`src/rtl/dcache_pkg.sv`:
```
`default_nettype none
// +--------------------------------------------------------------------------+
// | dcache_pkg : shared types and default widths for the data-cache control  |
// | Revision   : 1.0                                                         |
// +--------------------------------------------------------------------------+
package dcache_pkg;

  typedef enum logic [2:0] {
    IDLE   = 3'd0,
    LOOKUP = 3'd1,
    MEM_RD = 3'd2,
    FILL   = 3'd3,
    MEM_WR = 3'd4,
    RESP   = 3'd5
  } state_t;

  localparam int C_ADDR_W = 9;
  localparam int C_DATA_W = 8;

endpackage
`default_nettype wire

```
`src/rtl/dcache_rr_arb.sv`:
```
`default_nettype none
// +--------------------------------------------------------------------------+
// | dcache_rr_arb : combinational round-robin grant starting at ptr          |
// | Revision      : 1.0                                                      |
// +--------------------------------------------------------------------------+
module dcache_rr_arb #(
  parameter int NUM_REQ = 2,
  parameter int PTR_W   = 1
) (
  input  logic [NUM_REQ-1:0] req_valid,
  input  logic [PTR_W-1:0]   ptr,
  output logic [NUM_REQ-1:0] grant,
  output logic [PTR_W-1:0]   grant_idx,
  output logic               grant_valid
);

  // Offset i from the pointer is scanned first; j is the requester it maps to.
  always_comb begin
    grant       = '0;
    grant_idx   = '0;
    grant_valid = 1'b0;
    for (int i = 0; i < NUM_REQ; i++) begin
      for (int j = 0; j < NUM_REQ; j++) begin
        if (!grant_valid && req_valid[j] && (((int'(ptr) + i) % NUM_REQ) == j)) begin
          grant_valid = 1'b1;
          grant[j]    = 1'b1;
          grant_idx   = PTR_W'(j);
        end
      end
    end
  end

endmodule
`default_nettype wire

```
`src/rtl/dcache_ctrl.sv`:
```
`default_nettype none
// +--------------------------------------------------------------------------+
// | dcache_ctrl : direct-mapped D-cache sequencer, read-fill, write-through  |
// | Option      : DCACHE_CTRL_STATS_EN adds hit_cnt / miss_cnt outputs        |
// | Revision    : 1.0                                                        |
// +--------------------------------------------------------------------------+
module dcache_ctrl
  import dcache_pkg::*;
#(
  parameter int NUM_REQ = 2,
  parameter int ADDR_W  = C_ADDR_W,
  parameter int DATA_W  = C_DATA_W
) (
  input  logic                      clk,
  input  logic                      reset,
`ifdef DCACHE_CTRL_STATS_EN
  output logic [15:0]               hit_cnt,
  output logic [15:0]               miss_cnt,
`endif
  input  logic [NUM_REQ-1:0]        req_valid,
  input  logic [NUM_REQ-1:0]        req_we,
  input  logic [NUM_REQ*ADDR_W-1:0] req_addr,
  input  logic [NUM_REQ*DATA_W-1:0] req_wdata,
  output logic [NUM_REQ-1:0]        req_ready,
  output logic [NUM_REQ-1:0]        rsp_valid,
  output logic [DATA_W-1:0]         rsp_rdata,
  output logic                      lk_valid,
  output logic [ADDR_W-1:0]         lk_addr,
  input  logic                      lk_hit,
  input  logic [DATA_W-1:0]         lk_rdata,
  output logic                      fill_en,
  output logic [ADDR_W-1:0]         fill_addr,
  output logic [DATA_W-1:0]         fill_data,
  output logic                      mem_req,
  output logic                      mem_we,
  output logic [ADDR_W-1:0]         mem_addr,
  output logic [DATA_W-1:0]         mem_wdata,
  input  logic                      mem_ack,
  input  logic [DATA_W-1:0]         mem_rdata
);

  localparam int C_PTR_W = (NUM_REQ > 1) ? $clog2(NUM_REQ) : 1;

  state_t               r_state, w_next;
  logic [C_PTR_W-1:0]   r_ptr, r_gnt;
  logic                 r_we;
  logic [ADDR_W-1:0]    r_addr;
  logic [DATA_W-1:0]    r_wdata, r_data;

  logic [NUM_REQ-1:0]   w_grant;
  logic [C_PTR_W-1:0]   w_grant_idx;
  logic                 w_grant_valid, w_accept;
  logic                 w_sel_we;
  logic [ADDR_W-1:0]    w_sel_addr;
  logic [DATA_W-1:0]    w_sel_wdata;

  dcache_rr_arb #(
    .NUM_REQ (NUM_REQ),
    .PTR_W   (C_PTR_W)
  ) u_arb (
    .req_valid   (req_valid),
    .ptr         (r_ptr),
    .grant       (w_grant),
    .grant_idx   (w_grant_idx),
    .grant_valid (w_grant_valid)
  );

  // Acceptance is suppressed during reset so every output stays quiet.
  assign w_accept = (r_state == IDLE) && w_grant_valid && !reset;

  always_comb begin
    w_sel_we    = 1'b0;
    w_sel_addr  = '0;
    w_sel_wdata = '0;
    for (int i = 0; i < NUM_REQ; i++) begin
      if (w_grant[i]) begin
        w_sel_we    = req_we[i];
        w_sel_addr  = req_addr[i*ADDR_W +: ADDR_W];
        w_sel_wdata = req_wdata[i*DATA_W +: DATA_W];
      end
    end
  end

  always_comb begin
    w_next    = r_state;
    req_ready = '0;
    rsp_valid = '0;
    rsp_rdata = '0;
    lk_valid  = 1'b0;
    lk_addr   = '0;
    fill_en   = 1'b0;
    fill_addr = '0;
    fill_data = '0;
    mem_req   = 1'b0;
    mem_we    = 1'b0;
    mem_addr  = '0;
    mem_wdata = '0;
    case (r_state)
      IDLE: begin
        if (w_accept) begin
          req_ready = w_grant;
          lk_valid  = 1'b1;
          lk_addr   = w_sel_addr;
          w_next    = LOOKUP;
        end
      end
      LOOKUP: begin
        if (r_we) begin
          // Store hit updates the line in place; a store miss does not allocate.
          if (lk_hit) begin
            fill_en   = 1'b1;
            fill_addr = r_addr;
            fill_data = r_wdata;
          end
          w_next = MEM_WR;
        end else begin
          w_next = lk_hit ? RESP : MEM_RD;
        end
      end
      MEM_RD: begin
        mem_req  = 1'b1;
        mem_addr = r_addr;
        if (mem_ack) w_next = FILL;
      end
      FILL: begin
        fill_en   = 1'b1;
        fill_addr = r_addr;
        fill_data = r_data;
        w_next    = RESP;
      end
      MEM_WR: begin
        mem_req   = 1'b1;
        mem_we    = 1'b1;
        mem_addr  = r_addr;
        mem_wdata = r_wdata;
        if (mem_ack) w_next = RESP;
      end
      RESP: begin
        rsp_valid = NUM_REQ'(1) << r_gnt;
        rsp_rdata = r_we ? '0 : r_data;
        w_next    = IDLE;
      end
      default: w_next = IDLE;
    endcase
  end

  always_ff @(posedge clk) begin
    if (reset) begin
      r_state <= IDLE;
      r_ptr   <= '0;
      r_gnt   <= '0;
      r_we    <= 1'b0;
      r_addr  <= '0;
      r_wdata <= '0;
      r_data  <= '0;
    end else begin
      r_state <= w_next;
      if (w_accept) begin
        r_gnt   <= w_grant_idx;
        r_we    <= w_sel_we;
        r_addr  <= w_sel_addr;
        r_wdata <= w_sel_wdata;
      end
      if (r_state == LOOKUP && !r_we && lk_hit) r_data <= lk_rdata;
      if (r_state == MEM_RD && mem_ack)         r_data <= mem_rdata;
      if (r_state == RESP)
        r_ptr <= (r_gnt == C_PTR_W'(NUM_REQ - 1)) ? '0 : r_gnt + 1'b1;
    end
  end

`ifdef DCACHE_CTRL_STATS_EN
  logic [15:0] r_hit_cnt, r_miss_cnt;

  always_ff @(posedge clk) begin
    if (reset) begin
      r_hit_cnt  <= '0;
      r_miss_cnt <= '0;
    end else if (r_state == LOOKUP) begin
      if (lk_hit && r_hit_cnt != 16'hFFFF)    r_hit_cnt  <= r_hit_cnt + 16'd1;
      if (!lk_hit && r_miss_cnt != 16'hFFFF)  r_miss_cnt <= r_miss_cnt + 16'd1;
    end
  end

  assign hit_cnt  = r_hit_cnt;
  assign miss_cnt = r_miss_cnt;
`endif

endmodule
`default_nettype wire

```
`config.mk`:
```
export PLATFORM = sky130hd
export DESIGN_NAME = dcache_ctrl
export DESIGN_NICKNAME = d
export VERILOG_FILES = /design/src/rtl/dcache_pkg.sv /design/src/rtl/dcache_rr_arb.sv /design/src/rtl/dcache_ctrl.sv
export SDC_FILE = /design/constraint.sdc
export NUM_CORES = 1
export LEC_CHECK = 0
export CORE_ASPECT_RATIO = 0.5
export CORE_MARGIN = 4
export CORE_UTILIZATION = 34
export DETAILED_ROUTE_END_ITERATION = 16
export PLACE_DENSITY = 0.77
export SYNTH_ARGS = -nofsm -noshare
export SYNTH_HDL_FRONTEND = slang
export SYNTH_HIERARCHICAL = 1
export SYNTH_SLANG_ARGS = --single-unit
```
`constraint.sdc`:
```
create_clock -name clk -period 1.7 [get_ports clk]
set_clock_uncertainty 0.15 [all_clocks]
set_input_delay 0.17 -clock clk [delete_from_list [all_inputs] [get_ports clk]]
set_output_delay 0.17 -clock clk [all_outputs]
set_load 0.01 [all_outputs]
```
After elaboration in Yosys (flattened, before gate mapping)
Cells that the tools add are included.

cells by class
  reductions and logical operators = 23
  mux-type cells = 46
  add/subtract/negate cells = 2
  shift operators = 1
  equal/unequal tests = 9
  bitwise logic cells = 1

operator list
  cell                 number
  $mux 8               9
  $logic_not 32->1     2
  $mux 9               7
  $mux 1               18
  $pmux 9 s2           1
  $pmux 8 s2           1
  $mux 3               5
  $pmux 3 s5           1
  $logic_and 1x1->1    12
  $eq 3x2->1 const B   2
  $eq 3x3->1 const B   2
  $mux 2               3
  $ne 2x2->1 const B   3
  $logic_not 1->1      5
  $eq 3x1->1 const B   1
  $logic_not 3->1      1
  $reduce_and 3->1     1
  $add 1x1->1 const B  2
  $eq 2x2->1 const B   1
  $pmux 1 s2           1
  $reduce_bool 2->1    1
  $reduce_or 2->1      1
  $shl 1x1->2 const A  1
  $and 1x1->1 const A  1

storage, ports and cells
  register bits after elaboration = 31
  output and inout port bits = 59
  word-level logic and storage cells = 89
  input port bits = 58

Logic depth before layout (Yosys ltp)
  depth after elaboration = 19
  gate-level depth with buffers = 7
  depth with buffers taken out = 5

Cells and area by module
Netlist, hierarchy kept.

by module, submodules not included
  module         cells an instance  sequential area each (µm²)  times used  area an instance (µm²)
  dcache_ctrl    238                620.6                       1           1928.1
  dcache_rr_arb  5                  0.0                         1           32.5

Least setup slack after synthesis
No wires, ideal clock.

  path kind = register to register
  from = reg r_ptr
  to = reg r_we
  required time = 1.471 ns
  clock period less this slack = 1.595 ns
  setup time = 0.079 ns
  arrival time = 1.365 ns
  stages on the path, launching flop included = 7
  setup slack = 0.105 ns
  path buffers = 2
  cells stage by stage = dfxtp_1 -> inv_1 -> a21boi_1 -> buf_2 -> clkbuf_1 -> a22oi_1 -> a211oi_2

between the ends
  elaborated cells on any way between the ends = 26
  classes of those cells = 1 x add/sub; 1 x eq/ne; 9 x mux; 1 x bitwise; 14 x reduce/logical

RTL lines
  item                            RTL line             text
  start: declaration              dcache_ctrl.sv:45    logic [C_PTR_W-1:0] r_ptr, r_gnt;
  start signal: assignment        dcache_ctrl.sv:167   r_ptr <= (r_gnt == C_PTR_W'(NUM_REQ - 1)) ? '0 : r_gnt + 1'b1;
  $logic_not 32->1                dcache_rr_arb.sv:24  if (!grant_valid && req_valid[j] && (((int'(ptr) + i) % NUM_REQ) == j)) begin
  $logic_and 1x1->1               dcache_rr_arb.sv:24
  $mux 1                          dcache_rr_arb.sv:24
  $logic_not 1->1                 dcache_rr_arb.sv:24
  $logic_and 1x1->1 (2 in a row)  dcache_rr_arb.sv:24
  $mux 1                          dcache_rr_arb.sv:24
  $logic_not 1->1                 dcache_rr_arb.sv:24
  $logic_and 1x1->1 (2 in a row)  dcache_rr_arb.sv:24
  $mux 1                          dcache_rr_arb.sv:24
  $logic_not 1->1                 dcache_rr_arb.sv:24
  $logic_and 1x1->1 (2 in a row)  dcache_rr_arb.sv:24
  $mux 1 *                        dcache_rr_arb.sv:24
  net w_grant[1]                  dcache_ctrl.sv:50    logic [NUM_REQ-1:0] w_grant;
  $mux 1 *                        dcache_ctrl.sv:76    if (w_grant[i]) begin
  end signal: assignment          dcache_ctrl.sv:160   r_we <= w_sel_we;
  end: declaration                dcache_ctrl.sv:46    logic r_we;

The timed path passes the listed nets; every way through them passes the cells marked *.
A chain may end at the register's enable or synchronous reset.

Final worst setup path
  from = reg r_state[1]
  to = out lk_addr[7]

between the ends
  word-level cells in the longest chain between the ends = 5

RTL lines
  item                            RTL line                              text
  start: declaration              dcache_ctrl.sv:44                     state_t r_state, w_next;
  start signal: assignment        dcache_ctrl.sv:157                    r_state <= w_next;
  $logic_not 3->1 *               dcache_ctrl.sv:69, dcache_ctrl.sv:98
  $logic_and 1x1->1 (2 in a row)  dcache_ctrl.sv:69                     assign w_accept = (r_state == IDLE) && w_grant_valid && !reset;
  $mux 9                          dcache_ctrl.sv:100                    if (w_accept) begin
  $mux 9 *                        dcache_ctrl.sv:98                     case (r_state)
  end: declaration                dcache_ctrl.sv:28                     output logic [ADDR_W-1:0] lk_addr,

Mark *: on every way between the ends. The rest lies on a longest branch, timed or not.

==> impl_metrics.py <==
metrics = {
    "status": {
        "status": "finished with violations",
        "violations": "setup timing",
    },
    "synth": {
        "synth_cells": 243,
        "ys.flop_type": "dfxtp_1",
        "yosysSeqAreaShare_pct": 31.7,
        "synth_area_um2": 1960,
        "async_flop_share_pct": 0,
        "ys_ff_latch": 31,
        "syn_area_per_cell_um2": 8.07,
        "yosysWarnings": 6,
        "synth_edf_count": 0,
        "ys_types": 38,
        "syn_nets": 301,
    },
    "sta": {
        "max_freq_ghz": 0.506,
        "post-route-period-util_pct": 116,
        "worst_pin_slew_ns": 0.504,
        "slew_violations": 0,
        "fin_crit_ns": 1.98,
        "timing.hold.ws_ns": 0.304,
        "timing.setup.tns_ns": -8.55,
        "setup_violations": 75,
        "finalHoldViolations": 0,
        "max-slew-margin-rel_pct": 66.4,
        "rsz0062_at_grt": "yes",
        "setup_slack_ns": -0.278,
    },
    "cells_and_area": {
        "layout_common_cells": "buf_6, clkdlybuf4s50_1, buf_4",
        "final_nets": 486,
        "final_common_cell": "buf_6",
        "area_delta_synth_final_pct": 129,
        "layout.cells.non_filler": 502,
        "fillers": 282,
        "layout-drive-gt1-share_pct": 60.6,
        "diodes": 0,
    },
    "grt": {
        "antenna_found_initial": 0,
        "grt_usage_pct": 23.4,
        "grt_pass1_wl_um": 13000,
        "grt_max_degree": 32,
        "gr-total-overflow": 0,
        "grt_pass1_vias": 2637,
    },
    "place": {
        "hpwlAfterDp_um": 5650,
        "gp_congestion": 0.863,
        "port_buffers": 116,
        "preCtsSetupSlack_ns": -0.633,
        "dp.cells": 449,
    },
    "detailed_routing": {
        "drt-wirelength-per-cell_um": 22.4,
        "drt_iter0_drc": 313,
        "route.vias.total": 2891,
        "ant_nets": 0,
        "routed_wl_um": 11300,
        "vias_per_cell": 5.76,
        "route.detailed.drc": 0,
        "firstDrtPassIters": 5,
    },
    "die": {
        "core_um2": 5540,
        "std_cell_rows": 19,
        "die_x_um": 115,
        "pin_count": 117,
        "start_util_pct": 35.4,
        "die_h_um": 61.7,
        "die_area_um2": 7120,
    },
    "power": {
        "power_density_nw_per_um2": 753,
        "total_power_mw": 3.38,
        "p_leak_nw": 1.84,
        "ir_worst_vdd_v": 0.000454,
    },
    "critical_path": {
        "arrival_ns": 1.66,
        "path_max_fanout": 6,
        "crit_path_start": "r_state[1]$_SDFFE_PP0P_",
        "endpoint_kind": "output port",
        "worstPathRequired_ns": 1.38,
        "cp-start-kind": "flop",
        "r2r_cells": 9,
        "critical_path_class": "flop to output port",
        "r2r_start": "r_state[1]$_SDFFE_PP0P_",
    },
    "hold_path": {
        "hp-class": "input port to flop",
        "hold_depth": 4,
        "min_from": "req_valid[0]",
    },
    "cts": {
        "clk_latency_ns": 0.28,
        "cts_root_buf": "clkbuf_16",
        "clk_pin_slew_worst_paths_ns": 0.05,
        "cts_buffers": 5,
        "tritoncts": "built",
        "cts.sinks": 31,
        "ctsLongestPathBuffers": 2,
        "cts_max_level": 2,
    },
    "job": {
        "max-cap-violations": 0,
    },
}
## worst paths after layout
kind	endpoint	slack, ns
worst max-delay path	lk_addr[7]	-0.28
worst min-delay path	r_gnt$_SDFFE_PP0P_	0.30
worst max register to register	r_addr[3]$_SDFFE_PP0P_	-0.19
worst min register to register	r_addr[3]$_SDFFE_PP0P_	0.37
## routing by layer
metal	part of all wire [%]	global-route usage (%)	vias up
met1	38	28.3	1410
li1	-	-	1266
met2	49	42.8	163
met4	4.8	8.53	0
met3	7.6	4.74	52
met5	0	0	-
## flip-flops by register name, indices dropped and copies added, names as in the netlist
name and flops:
r_addr 9, r_data 8, r_gnt 1, r_ptr 1, r_state 3, r_wdata 8
r_we 1
## critical path, stage by stage, from the launching register on
cell and delay [ns]:
dfxtp_4 0.37, buf_12 0.13, nor4_4 0.28, buf_6 0.21, nand2_8 0.10, nor2_2 0.16
buf_2 0.14
## logic make-up (layout without fill, tap and decap cells)
logic type	Yosys count	after routing	share of synthesized area, %
buffers and inverters	27	212	8.30
flip-flops	31	31	31.7
multiplexers	3	3	1.60
AND/OR/NAND/NOR	94	95	27.2
AO/OA/AOI/OAI	88	88	31.2
## synth_stat cells, types with 2 or more instances
cell type | count | share of area, %
mux2i_1 | 2 | 1.0
buf_6 | 6 | 3.4
dfxtp_1 | 31 | 32
nand2b_1 | 3 | 0.96
and2_1 | 34 | 11
clkbuf_1 | 5 | 0.96
a211oi_2 | 2 | 1.3
nand4bb_1 | 2 | 1.1
a311oi_1 | 8 | 3.6
a21oi_1 | 20 | 5.1
a21boi_1 | 3 | 1.1
inv_1 | 3 | 0.57
and3b_1 | 2 | 0.89
and3_1 | 2 | 0.64
nor3_1 | 2 | 0.51
nor2b_1 | 2 | 0.64
nor2_1 | 30 | 5.7
buf_2 | 10 | 2.6
nand3_1 | 9 | 2.3
nor2_2 | 2 | 0.64
o21ai_0 | 9 | 2.3
a22oi_1 | 25 | 9.6
a211oi_1 | 16 | 6.1
## power breakdown
part	internal (mW)	switching, mW
combinational	0.800	0.684
clock	0.623	0.320
sequential	0.826	0.130
total	2.25	1.13
## repair_timing
| item | 4_1_cts | 5_1_grt |
|---|---|---|
| cloned | 2 | 4 |
| gates resized for setup | 323 | 127 |
| buffers inserted | 28 | 17 |
| endpoints found under the setup margin | 80 | 85 |
| pin swaps | 23 | 32 |
| hold buffers | 0 | 0 |
## stage by stage
step	cell area [um^2]	util [%]
finish	4490	81.1
global route	4490	81.1
CTS	3830	69.2
detailed placement	3370	60.9
global placement	3370	60.9
floorplan	1960	-
## cell type report
type	count	area (um^2)	share of cell area [%]
timing repair buffer	199	1930	43.0
sequential	31	637	14.2
multi-input combinational	186	1650	36.8
tap	73	91.3	2.03
clock buffer	8	156	3.48
inverter	5	23.8	0.529
Note: power is estimated with default switching activity, not from simulation.
